File: src/rtl/vga_pkg.sv
// Shared VGA types: per-axis timing description, standard mode presets,
// and the bundle of control signals that travels alongside pixel data.
package vga_pkg;

   typedef struct packed {
      int unsigned visible;
      int unsigned fp;
      int unsigned sync;
      int unsigned bp;
   } vga_timing_t;

   typedef struct packed {
      vga_timing_t h;
      vga_timing_t v;
   } vga_mode_t;

   localparam vga_mode_t VGA_800x600_56 = '{h: '{800, 24, 72, 128}, v: '{600, 1, 2, 22}};
   localparam vga_mode_t VGA_640x480_60 = '{h: '{640, 16, 96, 48},  v: '{480, 10, 2, 33}};

   // Control signals that must stay cycle-aligned with the pixel data.
   typedef struct packed {
      logic de;
      logic h_sync;
      logic v_sync;
      logic frame_start;
      logic line_start;
   } vga_ctrl_t;

   localparam int unsigned CTRL_W = $bits(vga_ctrl_t);

   function automatic int unsigned vga_total(input vga_timing_t t);
      return t.visible + t.fp + t.sync + t.bp;
   endfunction

endpackage

File: src/rtl/vga_delay_line.sv
// Clock-enabled shift register of DEPTH stages; DEPTH=0 is a plain wire.
// Every stage resets to RST_VAL so the tap starts out idle.
module vga_delay_line #(
   parameter int unsigned      WIDTH   = 1,
   parameter int unsigned      DEPTH   = 1,
   parameter logic [WIDTH-1:0] RST_VAL = '0
) (
   input  logic             clk,
   input  logic             rst,
   input  logic             ce,
   input  logic [WIDTH-1:0] din,
   output logic [WIDTH-1:0] dout
);

   if (DEPTH == 0) begin : g_bypass
      logic unused_bypass;
      assign unused_bypass = &{1'b0, clk, rst, ce};
      assign dout          = din;
   end else begin : g_pipe
      logic [WIDTH-1:0] stage_q [DEPTH];
      logic [WIDTH-1:0] stage_d [DEPTH];

      always_comb begin
         for (int i = 0; i < int'(DEPTH); i++) stage_d[i] = stage_q[i];
         if (ce) begin
            stage_d[0] = din;
            for (int i = 1; i < int'(DEPTH); i++) stage_d[i] = stage_q[i-1];
         end
      end

      // NOTE: every stage is reset, not just the last; otherwise stale
      // control bits would ripple out for DEPTH cycles after reset.
      always_ff @(posedge clk or posedge rst) begin
         if (rst) begin
            for (int i = 0; i < int'(DEPTH); i++) stage_q[i] <= RST_VAL;
         end else begin
            for (int i = 0; i < int'(DEPTH); i++) stage_q[i] <= stage_d[i];
         end
      end

      assign dout = stage_q[DEPTH-1];
   end

endmodule

File: src/rtl/vga_display_engine.sv
// VGA raster engine: scans the frame, issues pixel read addresses and aligns
// sync/de/pulses with the returned data. Build macro VGA_TEST_PATTERN_EN adds colour bars.
module vga_display_engine
   import vga_pkg::*;
#(
   parameter int unsigned H_VISIBLE  = VGA_800x600_56.h.visible,
   parameter int unsigned H_FP       = VGA_800x600_56.h.fp,
   parameter int unsigned H_SYNC     = VGA_800x600_56.h.sync,
   parameter int unsigned H_BP       = VGA_800x600_56.h.bp,
   parameter int unsigned V_VISIBLE  = VGA_800x600_56.v.visible,
   parameter int unsigned V_FP       = VGA_800x600_56.v.fp,
   parameter int unsigned V_SYNC     = VGA_800x600_56.v.sync,
   parameter int unsigned V_BP       = VGA_800x600_56.v.bp,
   parameter logic        H_POL      = 1'b0,
   parameter logic        V_POL      = 1'b0,
   parameter int unsigned R_W        = 3,
   parameter int unsigned G_W        = 3,
   parameter int unsigned B_W        = 2,
   parameter int unsigned RD_LATENCY = 1,
   parameter int unsigned X_W        = 10,
   parameter int unsigned Y_W        = 10,
   localparam int unsigned PIX_W     = R_W + G_W + B_W
) (
   input  logic                 clk,
   input  logic                 rst,
   input  logic                 ce,
`ifdef VGA_TEST_PATTERN_EN
   input  logic                 test_en,
`endif
   input  logic [PIX_W-1:0]     data,
   output logic [X_W+Y_W-1:0]   addr,
   output logic                 addr_valid,
   output logic                 h_sync,
   output logic                 v_sync,
   output logic                 de,
   output logic [R_W-1:0]       red,
   output logic [G_W-1:0]       green,
   output logic [B_W-1:0]       blue,
   output logic                 frame_start,
   output logic                 line_start
);

   localparam vga_timing_t H_TIM   = '{H_VISIBLE, H_FP, H_SYNC, H_BP};
   localparam vga_timing_t V_TIM   = '{V_VISIBLE, V_FP, V_SYNC, V_BP};
   localparam int unsigned H_TOTAL = vga_total(H_TIM);
   localparam int unsigned V_TOTAL = vga_total(V_TIM);
   localparam int unsigned H_BITS  = $clog2(H_TOTAL);
   localparam int unsigned V_BITS  = $clog2(V_TOTAL);
   localparam int unsigned XC_W    = (H_BITS > X_W) ? H_BITS : X_W;
   localparam int unsigned YC_W    = (V_BITS > Y_W) ? V_BITS : Y_W;

   localparam logic [XC_W-1:0] X_LAST   = XC_W'(H_TOTAL - 1);
   localparam logic [XC_W-1:0] X_VIS    = XC_W'(H_VISIBLE);
   localparam logic [XC_W-1:0] HS_BEG   = XC_W'(H_VISIBLE + H_FP);
   localparam logic [XC_W-1:0] HS_END   = XC_W'(H_VISIBLE + H_FP + H_SYNC);
   localparam logic [YC_W-1:0] Y_LAST   = YC_W'(V_TOTAL - 1);
   localparam logic [YC_W-1:0] Y_VIS    = YC_W'(V_VISIBLE);
   localparam logic [YC_W-1:0] VS_BEG   = YC_W'(V_VISIBLE + V_FP);
   localparam logic [YC_W-1:0] VS_END   = YC_W'(V_VISIBLE + V_FP + V_SYNC);

   localparam vga_ctrl_t CTRL_IDLE = '{de: 1'b0, h_sync: ~H_POL, v_sync: ~V_POL,
                                       frame_start: 1'b0, line_start: 1'b0};

   if (H_VISIBLE == 0 || H_FP == 0 || H_SYNC == 0 || H_BP == 0 ||
       V_VISIBLE == 0 || V_FP == 0 || V_SYNC == 0 || V_BP == 0 ||
       H_VISIBLE > 2**X_W || V_VISIBLE > 2**Y_W || RD_LATENCY > 7) begin : g_bad_params
      $error("vga_display_engine: illegal timing or width parameters");
   end

   logic [XC_W-1:0] x_q, x_d;
   logic [YC_W-1:0] y_q, y_d;

   // NOTE: every output of an always_comb gets a default first, so no path
   // leaves a signal unassigned and no latch is inferred.
   always_comb begin
      x_d = x_q;
      y_d = y_q;
      if (ce) begin
         if (x_q == X_LAST) begin
            x_d = '0;
            y_d = (y_q == Y_LAST) ? '0 : y_q + 1'b1;
         end else begin
            x_d = x_q + 1'b1;
         end
      end
   end

   // NOTE: sequential state uses non-blocking assignments so all flops
   // update together from pre-edge values, independent of block order.
   always_ff @(posedge clk or posedge rst) begin
      if (rst) begin
         x_q <= '0;
         y_q <= '0;
      end else begin
         x_q <= x_d;
         y_q <= y_d;
      end
   end

   logic      h_vis, v_vis;
   vga_ctrl_t ctrl_now, ctrl_dly;

   always_comb begin
      h_vis                = (x_q < X_VIS);
      v_vis                = (y_q < Y_VIS);
      addr_valid           = h_vis & v_vis;
      addr                 = addr_valid ? {y_q[Y_W-1:0], x_q[X_W-1:0]} : '0;
      ctrl_now.de          = addr_valid;
      ctrl_now.h_sync      = (x_q >= HS_BEG && x_q < HS_END) ? H_POL : ~H_POL;
      ctrl_now.v_sync      = (y_q >= VS_BEG && y_q < VS_END) ? V_POL : ~V_POL;
      ctrl_now.frame_start = (x_q == '0) && (y_q == '0);
      ctrl_now.line_start  = (x_q == '0) && v_vis;
   end

   // The output register below is the final alignment stage, so the line
   // itself only has to cover the memory read latency.
   vga_delay_line #(
      .WIDTH   (CTRL_W),
      .DEPTH   (RD_LATENCY),
      .RST_VAL (CTRL_IDLE)
   ) u_ctrl_dly (
      .clk  (clk),
      .rst  (rst),
      .ce   (ce),
      .din  (ctrl_now),
      .dout (ctrl_dly)
   );

   logic [PIX_W-1:0] pix_src;

`ifdef VGA_TEST_PATTERN_EN
   localparam int unsigned BAR_W = H_VISIBLE / 8;

   if (H_VISIBLE % 8 != 0) begin : g_bad_bars
      $error("vga_display_engine: H_VISIBLE must be divisible by 8 for the test pattern");
   end

   logic [2:0]       bar_idx;
   logic [PIX_W-1:0] pat_now, pat_dly;

   always_comb begin
      bar_idx = h_vis ? 3'(x_q / XC_W'(BAR_W)) : 3'd0;
      pat_now = {{R_W{bar_idx[2]}}, {G_W{bar_idx[1]}}, {B_W{bar_idx[0]}}};
   end

   // Pattern travels the same latency as a memory read.
   vga_delay_line #(
      .WIDTH   (PIX_W),
      .DEPTH   (RD_LATENCY),
      .RST_VAL ('0)
   ) u_pat_dly (
      .clk  (clk),
      .rst  (rst),
      .ce   (ce),
      .din  (pat_now),
      .dout (pat_dly)
   );

   assign pix_src = test_en ? pat_dly : data;
`else
   assign pix_src = data;
`endif

   vga_ctrl_t        ctrl_q, ctrl_d;
   logic [PIX_W-1:0] pix_q, pix_d;

   always_comb begin
      ctrl_d = ctrl_q;
      pix_d  = pix_q;
      if (ce) begin
         ctrl_d = ctrl_dly;
         pix_d  = ctrl_dly.de ? pix_src : '0;
      end
   end

   always_ff @(posedge clk or posedge rst) begin
      if (rst) begin
         ctrl_q <= CTRL_IDLE;
         pix_q  <= '0;
      end else begin
         ctrl_q <= ctrl_d;
         pix_q  <= pix_d;
      end
   end

   assign de          = ctrl_q.de;
   assign h_sync      = ctrl_q.h_sync;
   assign v_sync      = ctrl_q.v_sync;
   assign frame_start = ctrl_q.frame_start;
   assign line_start  = ctrl_q.line_start;
   assign red         = pix_q[PIX_W-1 -: R_W];
   assign green       = pix_q[B_W +: G_W];
   assign blue        = pix_q[0 +: B_W];

endmodule

File: config.mk
export PLATFORM = sky130hd
export DESIGN_NAME = vga_display_engine
export DESIGN_NICKNAME = d
export VERILOG_FILES = /design/src/rtl/vga_pkg.sv /design/src/rtl/vga_delay_line.sv /design/src/rtl/vga_display_engine.sv
export SDC_FILE = /design/constraint.sdc
export NUM_CORES = 1
export LEC_CHECK = 0
export ABC_AREA = 1
export CORE_ASPECT_RATIO = 1.25
export CORE_UTILIZATION = 45
export CTS_CLUSTER_SIZE = 12
export DETAILED_ROUTE_END_ITERATION = 8
export PLACE_DENSITY = 0.75
export SYNTH_ARGS = -nofsm -noshare
export SYNTH_HDL_FRONTEND = slang
export SYNTH_SLANG_ARGS = --single-unit
export TNS_END_PERCENT = 5
File: constraint.sdc
create_clock -name clk -period 1.4 [get_ports clk]
set_input_delay 0.21 -clock clk [delete_from_list [all_inputs] [get_ports clk]]
set_output_delay 0.21 -clock clk [all_outputs]
set_load 0.1 [all_outputs]
# Word level (Yosys, flattened, before mapping)
# Index checks and enable logic that the tools add are counted.
[op_classes]
mux = 6
eq_ne = 2
magnitude_cmp = 6
bitwise = 1
add_sub_neg = 2
n_reduce_logical = 7
[ops]
columns = ["op", "n"]
rows = [
  ["$lt 10x10->1 const B", 4],
  ["$add 10x1->10 const B", 2],
  ["$eq 10x10->1 const B", 2],
  ["$ge 10x10->1 const B", 2],
  ["$logic_not 10->1", 2],
  ["$mux 10", 2],
  ["$mux 20", 1],
  ["$mux 8", 1],
  ["$logic_and 1x1->1", 4],
  ["$mux 1", 2],
  ["$reduce_and 2->1", 1],
  ["$and 1x1->1", 1],
]
[word_totals]
wordCells = 33
inputBits = 11
out_inout_bits = 34
ff_bits = 38

# Depth between registers and ports, before layout
[logic_depth]
ltp_word = 3
depth_mapped = 9

# Modules after synthesis
# From an unflattened synthesis, not the netlist that was laid out.
[hier_totals]
cells_unflattened = 296
hier_area_um2 = 2187.1
[modules_own_cells]
columns = ["mod", "seq_area_each_um2", "cells_each", "n_inst", "area_per_inst_um2"]
rows = [
  ["vga_display_engine", 828.3, 274, 1, 1995.7],
  ["vga_delay_line", 127.6, 22, 1, 191.4],
]

# Worst setup path after synthesis
# Ideal clock, no wire load.
[synth_timing]
path_kind = "flip-flop to output port"
startpoint = "register y_q[3]"
endpoint = "output addr[0]"
path_slack_ns = -1.129
path_stages_with_launch = 9
t_arrival_ns = 2.319
path_cell_list = "dfrtp_1 -> buf_2 -> nand2_1 -> nand2_1 -> nand3_1 -> and2_1 -> nand2_1 -> buf_2 -> nor2_1"
[synth_between]
elab_chain_len = 3
[synth_lines]
columns = ["element", "line_no", "rtl"]
rows = [
  ["start: declaration", "vga_display_engine.sv:71", "logic [YC_W-1:0] y_q, y_d;"],
  ["start signal: assignment", "vga_display_engine.sv:96", "y_q <= y_d;"],
  ["$lt 10x10->1", "vga_display_engine.sv:105", "v_vis = (y_q < Y_VIS);"],
  ["$and 1x1->1", "vga_display_engine.sv:106", "addr_valid = h_vis & v_vis;"],
  ["$mux 20", "vga_display_engine.sv:107", "addr = addr_valid ? {y_q[Y_W-1:0], x_q[X_W-1:0]} : '0;"],
  ["end: declaration", "vga_display_engine.sv:31", "output logic [X_W+Y_W-1:0] addr,"],
]
# Every way passes these cells.

# Worst setup path after layout
[layout_timing]
startpoint = "register y_q[3]"
endpoint = "output addr[9]"
# The elaborated chain is that of the path after synthesis.

==> flow_metrics.env <==
export IMPL_synthTopCellsByArea="dfrtp_1 (40%), nand2_1 (15%), nand3_1 (6.8%), inv_1 (6.0%), nor2_1 (5.8%)"
export IMPL_slowest_delay_ns=0.40
export IMPL_core_area_sq_mm=0.00446
export IMPL_violations="setup timing"
export IMPL_yosys_area_share_adder=0.0295
export IMPL_worstPathRequired_ns=1.19
export IMPL_fin_nets=388
export IMPL_syn_num_nets=299
export IMPL_power_share_switching=0.476
export IMPL_rsz0062_at_grt="true"
export IMPL_crit_fanout=7
export IMPL_drv_slew=0
export IMPL_place_congestion=0.853
export IMPL_dieArea_sq_mm=0.00500
export IMPL_tns_ns=-11.02
export IMPL_relSlewSlack=0.684
export IMPL_p_switching_mw=3.04
export IMPL_place_hpwl_um=4220
export IMPL_drt_iter0_drc=134
export IMPL_syn_to_final_growth_pct=75.1
export IMPL_grt_use_total=0.250
export IMPL_cts_tree="done"
export IMPL_p_leak_nw=1.84
export IMPL_setup_violations=31
export IMPL_skew_ns=0.00525
export IMPL_cts_buffer_depth=2
export IMPL_via_count=2264
export IMPL_cts_sinks=38
export IMPL_viasPerCell=5.25
export IMPL_start_util=0.476
export IMPL_wl_per_cell_um=15.2
export IMPL_worst_pin_slew_ns=0.471
export IMPL_irDropWorstVdd_mv=1.23
export IMPL_crit_top_cell="nand2_2"
export IMPL_synth_cells=283
export IMPL_synthFlopType="dfrtp_1"
export IMPL_yosysWarnings=0
export IMPL_antenna_left=0
export IMPL_synth_compound_area_frac=0.0419
export IMPL_drive_above_1_share=0.391
export IMPL_finalWirelength_um=6540
export IMPL_dr_pass1_iters=4
export IMPL_synth_top_area_share=0.401
export IMPL_clk_pin_slew_worst_paths_ns=0.08
export IMPL_synth_most_common_cell="nand2_1"
export IMPL_grt_pass1_vias=2124
export IMPL_yosysUniqueCellTypes=30
export IMPL_synthXorXnorAreaFrac=0.0371
export IMPL_fp_dieW_um=63.4
export IMPL_internal_power_mw=3.34
export IMPL_netlist_area_sq_mm=0.00212
export IMPL_fin_crit_ns=1.91
export IMPL_io_pins=45
export IMPL_cts_hold_buf=0
export IMPL_power_density_mw_per_mm2=1720
export IMPL_synth_top_family_by_area="simple AND/OR/NAND/NOR gates"
export IMPL_critical_path_top_delay_family="simple AND/OR/NAND/NOR gates"
export IMPL_clk_latency_ns=0.30
export IMPL_port_buffer_count=44
export IMPL_synth_common_cells="nand2_1 (84), dfrtp_1 (34), inv_1 (34), nor2_1 (33), nand3_1 (29)"
export IMPL_critical_path_class="flip-flop to output pin"
export IMPL_grt_pass1_wl_um=9600
export IMPL_n_antenna_cell=0
export IMPL_crit_chain="nand2_2 > nand2_2 > nand3_1 > and2_4 > nand2_8 > buf_4 > nor2_4 > buf_12"
export IMPL_worstHoldPathType="input port to async pin"
export IMPL_grt_ovfl_total=0
export IMPL_crit_path_top_delay_cell="dfrtp_1"
export IMPL_synth_edff_count=0
export IMPL_cap_violations=0
export IMPL_cts_buffers=5
export IMPL_grt_start_max_net_pins=39
export IMPL_clockPowerShare=0.178
export IMPL_startpoint_type="flip-flop"
export IMPL_cp_data_arrival_time_ns=1.70
export IMPL_critPathBufInv=2
export IMPL_endpoint_kind="output pin"
export IMPL_yosys_area_share_simple=0.343
export IMPL_grt_antenna_before_repair=0
export IMPL_fp_dieH_um=78.8
export IMPL_htree_num_levels=2
export IMPL_period_share=1.36
export IMPL_comb_power_share=0.582
export IMPL_rows=27
export IMPL_synthMuxAreaShare=0
export IMPL_drc=0
export IMPL_root_buffer="clkbuf_8"
export IMPL_fin_ws_ns=-0.509
export IMPL_regArea_sq_um=956
export IMPL_synth_seq_cells=38
export IMPL_power_frac_seq=0.240
export IMPL_async_reset_ff_frac=1.00
export IMPL_stdcell_area_sq_mm=0.00372
export IMPL_yosys_area_top_type="dfrtp_1"
export IMPL_hold_ws_ns=0.252
export IMPL_fmax_mhz=524
export IMPL_multiInputGateArea_sq_mm=0.00118
export IMPL_synth_yosys_seq_area_share=0.450
export IMPL_outcome="complete, but fails checks"
export IMPL_hold_viol_final=0
export IMPL_fill_cells=247
export IMPL_placed_area_sq_mm=0.00347
export IMPL_synth_area_per_cell_sq_um=7.50
power groups by stage:
stage | Sequential, mW | Clock, mW | Combinational, mW
after CTS | 1.51 | 1.15 | 3.62
final | 1.53 | 1.14 | 3.72
after global placement | 1.51 | 0 | 3.50
after floorplan | 1.93 | 0 | 1.85
after detailed placement | 1.53 | 0 | 3.56
after global routing | 1.56 | 1.20 | 3.84
flip-flops by register name (all words and copies together), names as in the netlist:
register / count
pix_q: 8
u_ctrl_dly.dout: 5
y_q: 10
de: 1
line_start: 1
h_sync: 1
x_q: 10
v_sync: 1
frame_start: 1
path summary, 6_finish.rpt:
kind                                    startpoint                 end  slack (ns)  cells past startpoint
worst max-delay path                        y_q[3]             addr[9]       -0.51                      8
worst min-delay path                           rst              y_q[2]        0.25                      3
worst max register to register              x_q[0]  u_ctrl_dly.dout[1]       -0.19                      7
worst min register to register  u_ctrl_dly.dout[3]              h_sync        0.48                      2
max in group asynchronous                      rst              h_sync        0.88                      3
min in group clk                           data[2]            pix_q[2]        0.47                      3
cell type report:
type	instances	share of cell area
Timing Repair Buffer	94	0.327
Multi-Input combinational cell	194	0.317
Sequential cell	38	0.257
Inverter	39	0.0424
Tap cell	58	0.0195
Clock buffer	5	0.0185
Clock inverter	3	0.0185
stage by stage:
stage	worst slack [ns]	total power [mW]	std cells	utilization
6_report	-0.509	6.39	431	0.833
5_1_grt	-0.555	6.60	431	0.833
4_1_cts	-0.479	6.28	428	0.817
3_5_place_dp	-0.217	5.09	419	0.779
3_3_place_gp	-0.137	5.02	419	0.779
2_1_floorplan	-0.359	3.78	283	-
logic make-up after synthesis:
group / Yosys count
AOI/OAI and AO/OA: 16
adders and majority gates: 5
buffers and inverters: 51
and+or+nand+nor: 164
xor gates and xnor gates: 9
DFF: 38
worst register-to-register path: stages, from the launching register on:
cell and delay [ns]:
dfrtp_1 0.41, buf_4 0.15, inv_1 0.09, ha_1 0.16
nand3_1 0.08, nor3_1 0.38, nand4_1 0.17, nand2_1 0.09
placed cells by master (no fill, tap or decap), types with 6 or more instances in the layout:
cell type,count
nand3_1,28
nand2_2,6
dfrtp_1,34
nor2_1,10
buf_4,44
xor2_1,9
inv_1,31
o21ai_1,6
nand2_1,76
buf_12,38
nor2_4,21
clkdlybuf4s50_1,10
routing by layer:
| layer | global-route usage | wire length (um) | up-vias |
|---|---|---|---|
| li1 | - | - | 1053 |
| met4 | 0.102 | 210 | 0 |
| met2 | 0.466 | 3530 | 90 |
| met3 | 0.0474 | 338 | 21 |
| met5 | 0 | 0 | - |
| met1 | 0.274 | 2470 | 1100 |
timing repair:
action | CTS | global route
gates resized for setup | 6 | 14
endpoints found under the setup margin | 28 | 37
pin swaps | 3 | 8
buffers inserted | 1 | 3
(Power assumes the default switching activity.)
==> variant 1 (same flow settings) <==
Change the parameter `RD_LATENCY` from 1 to 2.
--- a/src/rtl/vga_display_engine.sv
+++ b/src/rtl/vga_display_engine.sv
@@ -18,3 +18,3 @@
    parameter int unsigned B_W        = 2,
-   parameter int unsigned RD_LATENCY = 1,
+   parameter int unsigned RD_LATENCY = 2,
    parameter int unsigned X_W        = 10,
Formal check against the unedited RTL: not equivalent (Yosys sat finds a counterexample within 4 cycles, from zero or initial values and one cycle with rst high).
==> variant 1 against the original RTL <==
  * The run still ends with negative setup slack left
  * Final area rose by 3.6%
  * Count of clock-buffer cells in the layout rose by 1
  * Routed wire length fell by 4.8%
  * Non-clock buffer count fell by 2
  * Sequential share of layout area rose by 2.4 points
  * Sequential cell count rose by 5
  * Register-to-register slack improved by 0.12 ns
  * Synthesized cell count rose by 2.5%
  * Cell count rose by 2.6%
  * Utilization fell by 3.1 points
  * Synthesized area rose by 7.0%
  * Worst setup slack improved by 0.062 ns
  * Critical endpoint is now addr[7]
  * Highest routed layer unchanged
Power is not shown: default switching activity piles up to over one toggle a cycle in this logic, so the estimate is an artifact.
==> variant 1: results (changes against the original RTL) <==
DP HPWL=4500 um (+6.5%); iteration-0 DRC count of the detailed router=107 (-20%); layout cells sized above 1=39.3% (+0.12 points); Yosys cell types=28 (-6.7%); async set-or-reset flop fraction in the synthesized netlist=100% (unchanged); Clock Path Buffers=2 (unchanged); max_slew headroom=77.8% (+9.4 points); FF-to-FF path depth=8 (+1); WP data arrival=1.64 ns (-0.06 ns); HP Class=in -> async; Buffers on Ports=44 (unchanged); register area share after synthesis=47.7% (+2.7 points); global-route usage over all layers=25.5% (+0.51 points); reg2reg end=y_q[5]; Critical R2R Launch=x_q[1]; Layout Skew=0.00403 ns (-0.00122 ns); drt drc=0 (unchanged); drt total wl=6230 um (-4.8%); antenna violations before repair=0 (unchanged); CTS Buf Count=5 (unchanged); Worst-path clk slew=0.08 ns (about the same); final RePlAce weighted congestion=1.02 (+20%); Crit. Startpoint=y_q[8]; net count after synthesis=306 (+2.3%); largest net degree at the start of global routing=44 (+13%); diodes inserted=0 (unchanged); first-pass GRT wire length=10,200 um (+6.3%); worst hold slack=0.282 ns (+0.0301 ns); drt pass-1 iters=4 (unchanged); Post-synth top cells=nand2_1, nor2_1, inv_1, dfrtp_1, nand3_1; ys flop type=dfrtp_1; Ys Warns=0 (unchanged); top flop regs=x_q (10), y_q (10), pix_q (8); status=finished, violations left; vias in the first global route=2,189 (+3.1%); failing checks=negative setup slack; Final Worst Setup Slack=-0.448 ns (+0.0616 ns); Vias per Instance=5.11 (-2.7%); synth top area cells=dfrtp_1, nand2_1, dfstp_2, nor2_1, inv_1; DP Area=3610 um2 (+3.8%); clock root cell=clkbuf_8; Crit Path Max Fanout=9 (+2); # nets final=397 (+2.3%); setup violators final=26 (-16%); Place WS=-0.284 ns (-0.0672 ns); Fillers=289 (+17%); reg2reg setup slack=-0.07 ns (+0.12 ns); total gr overflow=0 (unchanged)
==> variant 1: worst max-delay path by stage <==
stage / endpoint / slack (ns) / cells past startpoint
floorplan: addr[0] / -0.30 / 8
global placement: x_q[5] / -0.26 / 7
detailed placement: x_q[5] / -0.28 / 7
CTS: addr[19] / -0.42 / 9
global route: addr[15] / -0.52 / 9
finish: addr[7] / -0.45 / 9
==> variant 1: area by class of cell <==
class / instances / area [um2] / area share [%]
flip-flops and latches: 43 / 1080 / 28.1
inverters: 42 / 161 / 4.19
multi-input cells: 197 / 1210 / 31.3
clock buffers: 6 / 82.6 / 2.14
clock inverters: 2 / 35.0 / 0.910
repair buffers: 92 / 1210 / 31.3
well taps: 60 / 75.1 / 1.95
==> variant 1: metal layers <==
metal	part of all wire, %	global-route usage (%)	vias up
li1	-	-	1084
met1	41	31.4	1095
met2	53	45.2	60
met3	3.3	4.21	19
met4	2.7	8.26	0
met5	0	0	-
==> variant 1: repair_timing <==
action / in CTS / in global routing
resized for setup: 9 / 10
gates cloned: 0 / 1
pin swaps: 5 / 2
hold endpoints to repair: 0 / 0
endpoints found under the setup margin: 31 / 42
buffers inserted: 1 / 3
==> variant 1: stage by stage <==
step	cells	TNS, ns
after floorplan	290	-5.85
after global placement	429	-6.05
after detailed placement	429	-7.90
after CTS	438	-8.30
after global routing	442	-11.92
final	442	-8.93
==> variant 1: critical path: stages, from the launching register on <==
cell and delay [ns]:
dfrtp_1 0.40, nor2_2 0.14, inv_2 0.05, nand2_1 0.05, nand2_1 0.05, inv_2 0.07
nand2_4 0.09, buf_12 0.17, nor2_4 0.12, buf_12 0.18
==> variant 1: logic make-up (layout without fill, tap and decap cells) <==
group           after synthesis  after routing  share of synthesized area (%)
simple gates                161            161                           32.3
buf+inv                      50            142                           8.76
flops                        43             43                           47.7
compound gates               23             23                           5.35
xor+xnor                      8              8                           3.09
fa+ha+maj                     5              5                           2.76
==> variant 2 (same flow settings) <==
Made on the original files. `pix_q` no longer has a reset.
--- a/src/rtl/vga_display_engine.sv
+++ b/src/rtl/vga_display_engine.sv
@@ -178,7 +178,9 @@
          ctrl_q <= CTRL_IDLE;
-         pix_q  <= '0;
       end else begin
          ctrl_q <= ctrl_d;
-         pix_q  <= pix_d;
       end
+   end
+
+   always_ff @(posedge clk) begin
+      pix_q <= pix_d;
    end
Check against the original RTL: differs if rst is asserted again (counterexample within 4 cycles, from zero or initial values and one cycle with rst high); with rst held inactive, the same outputs for 10 cycles.
==> variant 2 against the original RTL <==
  * The flow still finishes with violations (negative setup slack)
  * Routed wire length fell by 6.5%
  * Final area decreased by 2.1%
  * Sequential share of layout area grew 1.7 points
  * Critical path depth up 1
  * Total power is 41% higher
  * First-iteration DRC count decreased by 13%
  * Synthesized area fell by 3.2%
  * Worst setup slack got worse by 0.054 ns
  * Sequential cell count stayed put
  * Critical path type unchanged
  * Largest cell class unchanged
==> variant 2: results (changes against the original RTL) <==
global-route usage over all layers=23.9% (-1.1 points); EDFF count, synth=8 (+8); die footprint=4840 um2 (-3.2%); Setup Buffers After CTS=0 (-1); Storage cell area=997 um2 (+4.3%); DP Cell Count=398 (-5.0%); detailed-route wire length per cell=14.9 um (-1.7%); Fillers=241 (-2.4%); Final Worst Setup Slack=-0.563 ns (-0.0542 ns); Crit path max-delay family=buffers and inverters; final RePlAce weighted congestion=0.909 (+6.5%); setup violators final=23 (-26%); register area share after synthesis=48.5% (+3.5 points); cell count after synthesis=259 (-8.5%); WP data arrival=1.75 ns (+0.05 ns); design area=3640 um2 (-2.1%); first-pass GRT wire length=9020 um (-6.1%); Yosys cell types=28 (-6.7%); status=finished, violations left; vias in the first global route=2,002 (-5.7%); crit path capture=addr[1]; Vias per Instance=5.09 (-3.1%); reg2reg end=u_ctrl_dly.dout[4]; largest net degree at the start of global routing=31 (-21%); leakage power=1.73 nW (-5.8%); Inverters=43 (+10%); layout cells sized above 1=41.8% (+2.6 points); Layout Skew=0.0126 ns (+0.00732 ns); ClkCell Share=3.78% (+0.078 points); multi-input gate share of total cell area=29.3% (-2.5 points); max_slew headroom=78.9% (+11 points); failing checks=negative setup slack; synth top area cells=dfrtp_1, nand2_1, edfxtp_1, inv_1, nor2_1; FF-to-FF path depth=9 (+2); reg2reg setup slack=-0.05 ns (+0.14 ns)
==> variant 2: cell count changes in the layout (fill, tap and decap cells not counted), moves of 3 or more <==
cell and delta:
a21oi_1 +3, buf_4 +3, dfrtp_1 -9, edfxtp_1 +8
inv_1 +5, nand2_1 -15, nand2_2 -3, nand3_1 -10
nor2_1 +5, nor3_1 -4, o21ai_0 +4, o21ai_1 -4
==> variant 2: worst min path at each step <==
stage | from | endpoint
floorplan | rst | de
global placement | u_ctrl_dly.dout[0] | line_start
detailed placement | u_ctrl_dly.dout[3] | h_sync
CTS | rst | y_q[8]
global route | rst | u_ctrl_dly.dout[1]
finish | rst | y_q[9]
==> variant 2: power breakdown <==
part	total, mW	internal (mW)	switching [mW]
logic	6.21	2.21	4.00
registers	1.68	1.43	0.257
clock network	1.15	0.714	0.431
==> variant 2: through the flow <==
step	hold slack [ns]	TNS [ns]	total power [mW]	setup slack [ns]
after CTS	0.248	-10.76	8.52	-0.535
after detailed placement	0.470	-5.84	7.28	-0.216
final	0.233	-11.13	9.03	-0.563
after global placement	0.462	-4.15	7.18	-0.147
after global routing	0.260	-13.24	9.35	-0.635
after floorplan	0.298	-13.52	5.06	-0.742
==> variant 2: cells by family (layout without fill, tap and decap cells) <==
group,count (synthesis),after routing,synth area share (%)
AND/OR/NAND/NOR,137,137,28.9
buffers and inverters,52,145,10.7
AO/OA/AOI/OAI,19,19,5.06
adder cells (fa/ha/maj),5,5,3.05
XOR/XNOR,8,8,3.78
flip-flops,38,38,48.5
==> variant 2: routing by layer <==
layer / up-vias / part of all wire [%] / track usage, %
met2: 81 / 55 / 44.3
li1: 977 / - / -
met3: 19 / 5.4 / 3.82
met1: 1010 / 37 / 26.6
met5: - / 0 / 0
met4: 0 / 2.7 / 10.2
